==> config.mk <==
export PLATFORM = sky130hd
export DESIGN_NAME = flit_decompressor
export DESIGN_NICKNAME = d
export VERILOG_FILES = /design/src/rtl/flit_decompressor.sv
export SDC_FILE = /design/constraint.sdc
export NUM_CORES = 1
export LEC_CHECK = 0
export CAP_MARGIN = 30
export CORE_MARGIN = 3
export CORE_UTILIZATION = 55
export DETAILED_ROUTE_END_ITERATION = 10
export DONT_BUFFER_PORTS = 1
export PLACE_DENSITY_LB_ADDON = 0.2
export SYNTH_ARGS = -nofsm -noshare
export SYNTH_HDL_FRONTEND = slang
export SYNTH_SLANG_ARGS = --single-unit
export TNS_END_PERCENT = 1
==> constraint.sdc <==
create_clock -name clk -period 7.3 [get_ports clk]
set_input_delay 1.825 -clock clk [delete_from_list [all_inputs] [get_ports clk]]
set_output_delay 1.825 -clock clk [all_outputs]
set_load 0.01 [all_outputs]
==> src/rtl/flit_decompressor.sv <==
// flit_decompressor
//   Receive side of the NoC flit compressor. Each accepted compressed payload is
//   expanded back to a full flit using its 3-bit encoding tag. The flit is pushed
//   into a small output FIFO that absorbs link backpressure. A history register
//   holds the last flit written, and the repeat tag (3'b010) uses it.
//
// Ports
//   clk          in   clock, rising edge
//   rst_n        in   asynchronous active-low reset
//   in_valid     in   compressed flit present
//   in_ready     out  FIFO not full; depends on state only
//   in_data      in   compressed payload, LSB-aligned
//   in_en        in   encoding tag (ignored for head flits)
//   in_is_head   in   head flit, always passed through raw
//   out_valid    out  FIFO not empty
//   out_ready    in   consumer accepts the head-of-FIFO flit
//   out_data     out  reconstructed flit (zero while FIFO empty)
//   out_is_head  out  head marker travelling with the flit
//   err_pulse    out  one-cycle pulse after an accepted flit with an illegal tag
//   flit_count   out  flits written into the FIFO since reset, saturating

module flit_decompressor #(
    parameter int unsigned FLIT_W     = 128,
    parameter int unsigned FIFO_DEPTH = 2,
    parameter int unsigned CNT_W      = 16
) (
    input  logic              clk,
    input  logic              rst_n,
    input  logic              in_valid,
    output logic              in_ready,
    input  logic [FLIT_W-1:0] in_data,
    input  logic [2:0]        in_en,
    input  logic              in_is_head,
    output logic              out_valid,
    input  logic              out_ready,
    output logic [FLIT_W-1:0] out_data,
    output logic              out_is_head,
    output logic              err_pulse,
    output logic [CNT_W-1:0]  flit_count
);

    localparam int unsigned NumWords = FLIT_W / 32;
    localparam int unsigned AW       = (FIFO_DEPTH > 1) ? $clog2(FIFO_DEPTH) : 1;
    localparam int unsigned OW       = $clog2(FIFO_DEPTH + 1);

    // Storage
    logic [FLIT_W-1:0] mem_data_q [FIFO_DEPTH];
    logic              mem_head_q [FIFO_DEPTH];

    logic [AW-1:0]     wr_ptr_q, wr_ptr_d;
    logic [AW-1:0]     rd_ptr_q, rd_ptr_d;
    logic [OW-1:0]     count_q, count_d;
    logic [FLIT_W-1:0] history_q, history_d;
    logic [CNT_W-1:0]  flit_count_q, flit_count_d;
    logic              err_q, err_d;

    logic [FLIT_W-1:0] flit;
    logic              legal;
    logic              accept;
    logic              push;
    logic              pop;
    logic              full;
    logic              empty;

    // Decode
    always_comb begin
        flit  = '0;
        legal = 1'b1;
        if (in_is_head) begin
            flit = in_data;
        end else begin
            case (in_en)
                3'b000: flit = in_data;
                3'b001: flit = '0;
                // history_q already holds the most recently written flit, so
                // chained repeats pick up entries still sitting in the FIFO.
                3'b010: flit = history_q;
                3'b011: begin
                    for (int k = 0; k < NumWords; k++) begin
                        flit[32*k +: 32] = in_data[31:0];
                    end
                end
                3'b100: flit[63:0] = in_data[63:0];
                3'b101: begin
                    for (int k = 0; k < NumWords; k++) begin
                        flit[32*k +: 32] = {{16{in_data[16*k+15]}}, in_data[16*k +: 16]};
                    end
                end
                default: legal = 1'b0;
            endcase
        end
    end

    // Handshake and occupancy
    always_comb begin
        full   = (count_q == OW'(FIFO_DEPTH));
        empty  = (count_q == '0);
        accept = in_valid && !full;
        push   = accept && (in_is_head || legal);
        pop    = !empty && out_ready;
    end

    assign in_ready  = !full;
    assign out_valid = !empty;

    // Next state
    always_comb begin
        wr_ptr_d     = wr_ptr_q;
        rd_ptr_d     = rd_ptr_q;
        count_d      = count_q;
        history_d    = history_q;
        flit_count_d = flit_count_q;
        err_d        = accept && !in_is_head && !legal;

        if (push) begin
            wr_ptr_d  = (wr_ptr_q == AW'(FIFO_DEPTH - 1)) ? '0 : wr_ptr_q + 1'b1;
            history_d = flit;
            if (flit_count_q != '1) begin
                flit_count_d = flit_count_q + 1'b1;
            end
        end
        if (pop) begin
            rd_ptr_d = (rd_ptr_q == AW'(FIFO_DEPTH - 1)) ? '0 : rd_ptr_q + 1'b1;
        end
        case ({push, pop})
            2'b10:   count_d = count_q + 1'b1;
            2'b01:   count_d = count_q - 1'b1;
            default: count_d = count_q;
        endcase
    end

    always_ff @(posedge clk or negedge rst_n) begin
        if (!rst_n) begin
            wr_ptr_q     <= '0;
            rd_ptr_q     <= '0;
            count_q      <= '0;
            history_q    <= '0;
            flit_count_q <= '0;
            err_q        <= 1'b0;
        end else begin
            wr_ptr_q     <= wr_ptr_d;
            rd_ptr_q     <= rd_ptr_d;
            count_q      <= count_d;
            history_q    <= history_d;
            flit_count_q <= flit_count_d;
            err_q        <= err_d;
        end
    end

    // Entry contents need no reset: outputs are masked while the FIFO is empty.
    always_ff @(posedge clk) begin
        if (push) begin
            mem_data_q[wr_ptr_q] <= flit;
            mem_head_q[wr_ptr_q] <= in_is_head;
        end
    end

    // Outputs
    always_comb begin
        out_data    = '0;
        out_is_head = 1'b0;
        if (!empty) begin
            out_data    = mem_data_q[rd_ptr_q];
            out_is_head = mem_head_q[rd_ptr_q];
        end
    end

    assign err_pulse  = err_q;
    assign flit_count = flit_count_q;

endmodule
==> flow_summary.yaml <==
finish:
  drive_gt1_frac: 0.0701
  post-route-util: 0.605
  antenna_cells: 0
  num-nets-final: 1930
  seqCellArea_sq_um: 11500
  multi_input_area_sq_um: 8210
  fillers: 2996
  synthToLayoutAreaGrowth_pct: 8.23
global_routing:
  grt_pass1_wl_um: 90600
  grt_max_degree: 181
  antenna_found_initial: 0
  grt.busiest_layer: "met2"
  overflow: 0
  use_met2: 0.464
  track_usage: 0.304
  grtUsageMet1: 0.397
  grtUsageMet3: 0.0987
  grt_pass1_vias: 14500
setup_path:
  crit_fanout: 42
  reg2reg_from: "count_q[0]"
  max_stage_delay_ns: 0.82
  worst-path-buf-inv: 1
  path_delay_family: "flip-flops"
  crit_start: "rd_ptr_q"
  required_ns: 5.48
  cp-start-kind: "flop"
  crit_path_top_delay_cell: "dfrtp_4"
  crit_type: "reg -> out"
  crit_chain: "buf_4, mux2i_1, nor2_1"
  end_kind: "output port"
  cp.arrival_ns: 2.70
detailed_routing:
  detail-route-antenna-nets: 0
  drc: 0
  post_drt_wl_per_cell_um: 26.7
  via_per_inst: 6.63
  first_iter_violations: 1859
  num_vias: 15200
  finalWirelength_um: 61200
  first_pass_iters: 7
status:
  outcome: "finished, final reports clean"
timing:
  rsz0062_at_grt: "false"
  report.final.hold_viol_count: 0
  fin_worst_skew_ns: 0.00722
  timing.slew.headroom: 0.317
  fin_crit_sh: 0.620
  fin_crit_ns: 4.52
  fmax_mhz: 221
  worst_pin_slew_ns: 1.02
  setup_viol: 0
  final_max_slew_viol_count: 0
  finalSetupTns_ns: 0
floorplan:
  start_util: 0.559
  die_w_um: 199
  die_area_sq_um: 39600
  die_y_um: 199
  ios: 284
  coreArea_sq_um: 36600
  rows: 70
synthesis:
  synthAdderAreaFrac: 0.00122
  synthCells: 1886
  synth_seq_cells: 407
  netlist_area_sq_um: 20500
  synth.area.top_cells: "edfxtp_1 (38%), dfrtp_1 (18%), mux2i_1 (9.3%)"
  synthXorXnorAreaFrac: 0.00862
  synth_enable_flop_cells: 258
  synth_top_family_by_area: "simple AND/OR/NAND/NOR gates"
  ys.warnings.count: 0
  synthMuxAreaShare: 0.104
  synth-seq-area-share: 0.561
  synth_top_area_frac: 0.378
  async_flop_share: 0.366
  syn_avg_cell_area_sq_um: 10.9
  syn-num-nets: 2024
  yosys_most_used_dff: "edfxtp_1"
  yosysTopAreaCell: "edfxtp_1"
  synth_compound_area_frac: 0.135
  synth_cell_types: 57
  yosys.area_share.simple: 0.151
clock_network:
  clk_path_buf_depth: 3
  clkTransAtPathRegs_ns: 0.06
  cts_root_buf: "clkbuf_16"
  htree_levels: 2
  cts_tree: "done"
  cts_made_buffers: 44
  post_cts_buffers: 0
  cts_resized: 0
  clk-insertion-delay-late_ns: 0.56
  holdBufCountCts: 0
  cts_sinks: 407
place:
  portBuffers: 0
  routabilityCongestion: 0.892
  dp_hpwl_um: 40100
hold_path:
  hold_class: "reg -> reg"
  hold_start: "history_q[86]"
pwr:
  clockPowerShare: 0.298
  swShare: 0.331
  pwr_density_cell_nw_per_um2: 372
  switchingPower_uw: 2730
  intPower_uw: 5510
  ir_drop_uv: 282
  p_seq_frac: 0.431
  p_comb_frac: 0.271
  p_leak_uw: 0.00883
job:
  drv_cap: 0
[power by group through the flow]
stage	Combinational, uW	Sequential, uW	Clock, uW
finish	2230	3560	2460
global route	2460	3630	2580
CTS	2240	3560	2500
detailed placement	2240	3600	0
global placement	2170	3560	0
floorplan	1870	3500	0
[worst register-to-register path, cell delays in order, from the launching register on]
cell and delay, ns:
dfrtp_1 0.44, nand2b_1 0.27, and3_4 0.67, inv_2 0.46, nor2_4 0.19, buf_4 0.70
[state kept, by name (all words and copies together) (netlist names)]
signal      cells
mem_head_q      2
wr_ptr_q        1
history_q     128
flit_count     16
mem_data_q    256
rd_ptr_q        1
err_pulse       1
count_q         2
[cells in the final DEF (no fill, tap or decap), types with 4 or more instances in the layout]
| cell type | instances |
|---|---|
| a211oi_1 | 4 |
| a21oi_1 | 59 |
| a221o_1 | 24 |
| a221oi_1 | 16 |
| a22o_1 | 24 |
| a22oi_1 | 16 |
| a311o_1 | 16 |
| a31oi_1 | 111 |
| a32o_1 | 18 |
| and2_1 | 10 |
| buf_4 | 18 |
| bufinv_16 | 10 |
| clkbuf_1 | 5 |
| clkbuf_16 | 45 |
| clkbuf_8 | 6 |
| clkinv_1 | 5 |
| clkinv_2 | 6 |
| dfrtp_1 | 148 |
| edfxtp_1 | 258 |
| inv_1 | 12 |
| inv_2 | 4 |
| mux2_2 | 19 |
| mux2i_1 | 190 |
| nand2_1 | 237 |
| nand2b_1 | 38 |
| nand3_1 | 43 |
| nand3b_1 | 21 |
| nand4_1 | 4 |
| nand4b_1 | 11 |
| nor2_1 | 269 |
| nor4_1 | 5 |
| o211ai_1 | 45 |
| o21ai_1 | 34 |
| o221ai_1 | 10 |
| o22ai_1 | 6 |
| or3b_1 | 25 |
| xnor2_1 | 4 |
| xor2_1 | 13 |
[synthesized netlist by cell type, types with 4 or more instances]
| library cell | number |
|---|---|
| nor2_1 | 271 |
| edfxtp_1 | 258 |
| nand2_1 | 237 |
| mux2i_1 | 190 |
| dfrtp_1 | 149 |
| a31oi_1 | 111 |
| clkbuf_1 | 69 |
| buf_2 | 67 |
| a21oi_1 | 59 |
| o211ai_1 | 45 |
| nand3_1 | 43 |
| nand2b_1 | 38 |
| o21ai_1 | 34 |
| or3b_1 | 25 |
| a221o_1 | 24 |
| a22o_1 | 24 |
| nand3b_1 | 21 |
| mux2_2 | 19 |
| a32o_1 | 18 |
| a221oi_1 | 16 |
| a22oi_1 | 16 |
| a311o_1 | 16 |
| xor2_1 | 13 |
| buf_1 | 12 |
| inv_1 | 12 |
| and2_1 | 11 |
| buf_4 | 11 |
| nand4b_1 | 11 |
| o221ai_1 | 10 |
| o22ai_1 | 6 |
| nor4_1 | 5 |
| a211oi_1 | 4 |
| nand4_1 | 4 |
| xnor2_1 | 4 |
[through the flow]
step           hold WS (ns)  std cells  worst slack, ns  cell area [sq um]  power (uW)
2_1_floorplan         0.455       1886            0.716              20500        5370
3_3_place_gp          0.467       2210             2.75              20500        5730
3_5_place_dp          0.482       2213             2.70              20500        5840
4_1_cts               0.496       2293             2.76              22100        8300
5_1_grt               0.519       2294             2.69              22200        8670
6_report              0.499       2294             2.78              22200        8250
[final timing paths]
| kind | end | slack, ns | cells past startpoint |
|---|---|---|---|
| hold reg to reg | history_q[86] | 0.50 | 2 |
| setup / recovery | out_data[76] | 2.78 | 3 |
| min in group asynchronous | history_q[79] | 0.97 | 0 |
| max in group asynchronous | rd_ptr_q | 6.08 | 0 |
| hold / removal | history_q[86] | 0.50 | 2 |
| setup reg to reg | mem_data_q[0][63] | 4.06 | 5 |
[routing by layer]
metal / wire (um) / vias up / share of wire
li1: - / 6795 / -
met1: 23500 / 7490 / 0.38
met2: 27900 / 780 / 0.46
met3: 6910 / 141 / 0.11
met4: 2890 / 0 / 0.047
met5: 0 / - / 0
[logic make-up (layout without fill, tap and decap cells)]
group,count (synthesis),in the layout
XOR/XNOR,18,18
multiplexers,210,210
flip-flops,407,407
AND/OR/NAND/NOR,681,681
buffers and inverters,178,118
AO/OA/AOI/OAI,390,390
adder cells (fa/ha/maj),2,2
[final cells by class]
class,instances,share of cell area
tap,468,0.0264
clock inverter,24,0.0168
clock buffer,56,0.0554
multi-input combinational,1301,0.371
inverter,16,0.00271
timing repair buffer,22,0.00999
sequential,407,0.518
No activity file was read; power rests on OpenSTA's default activity.
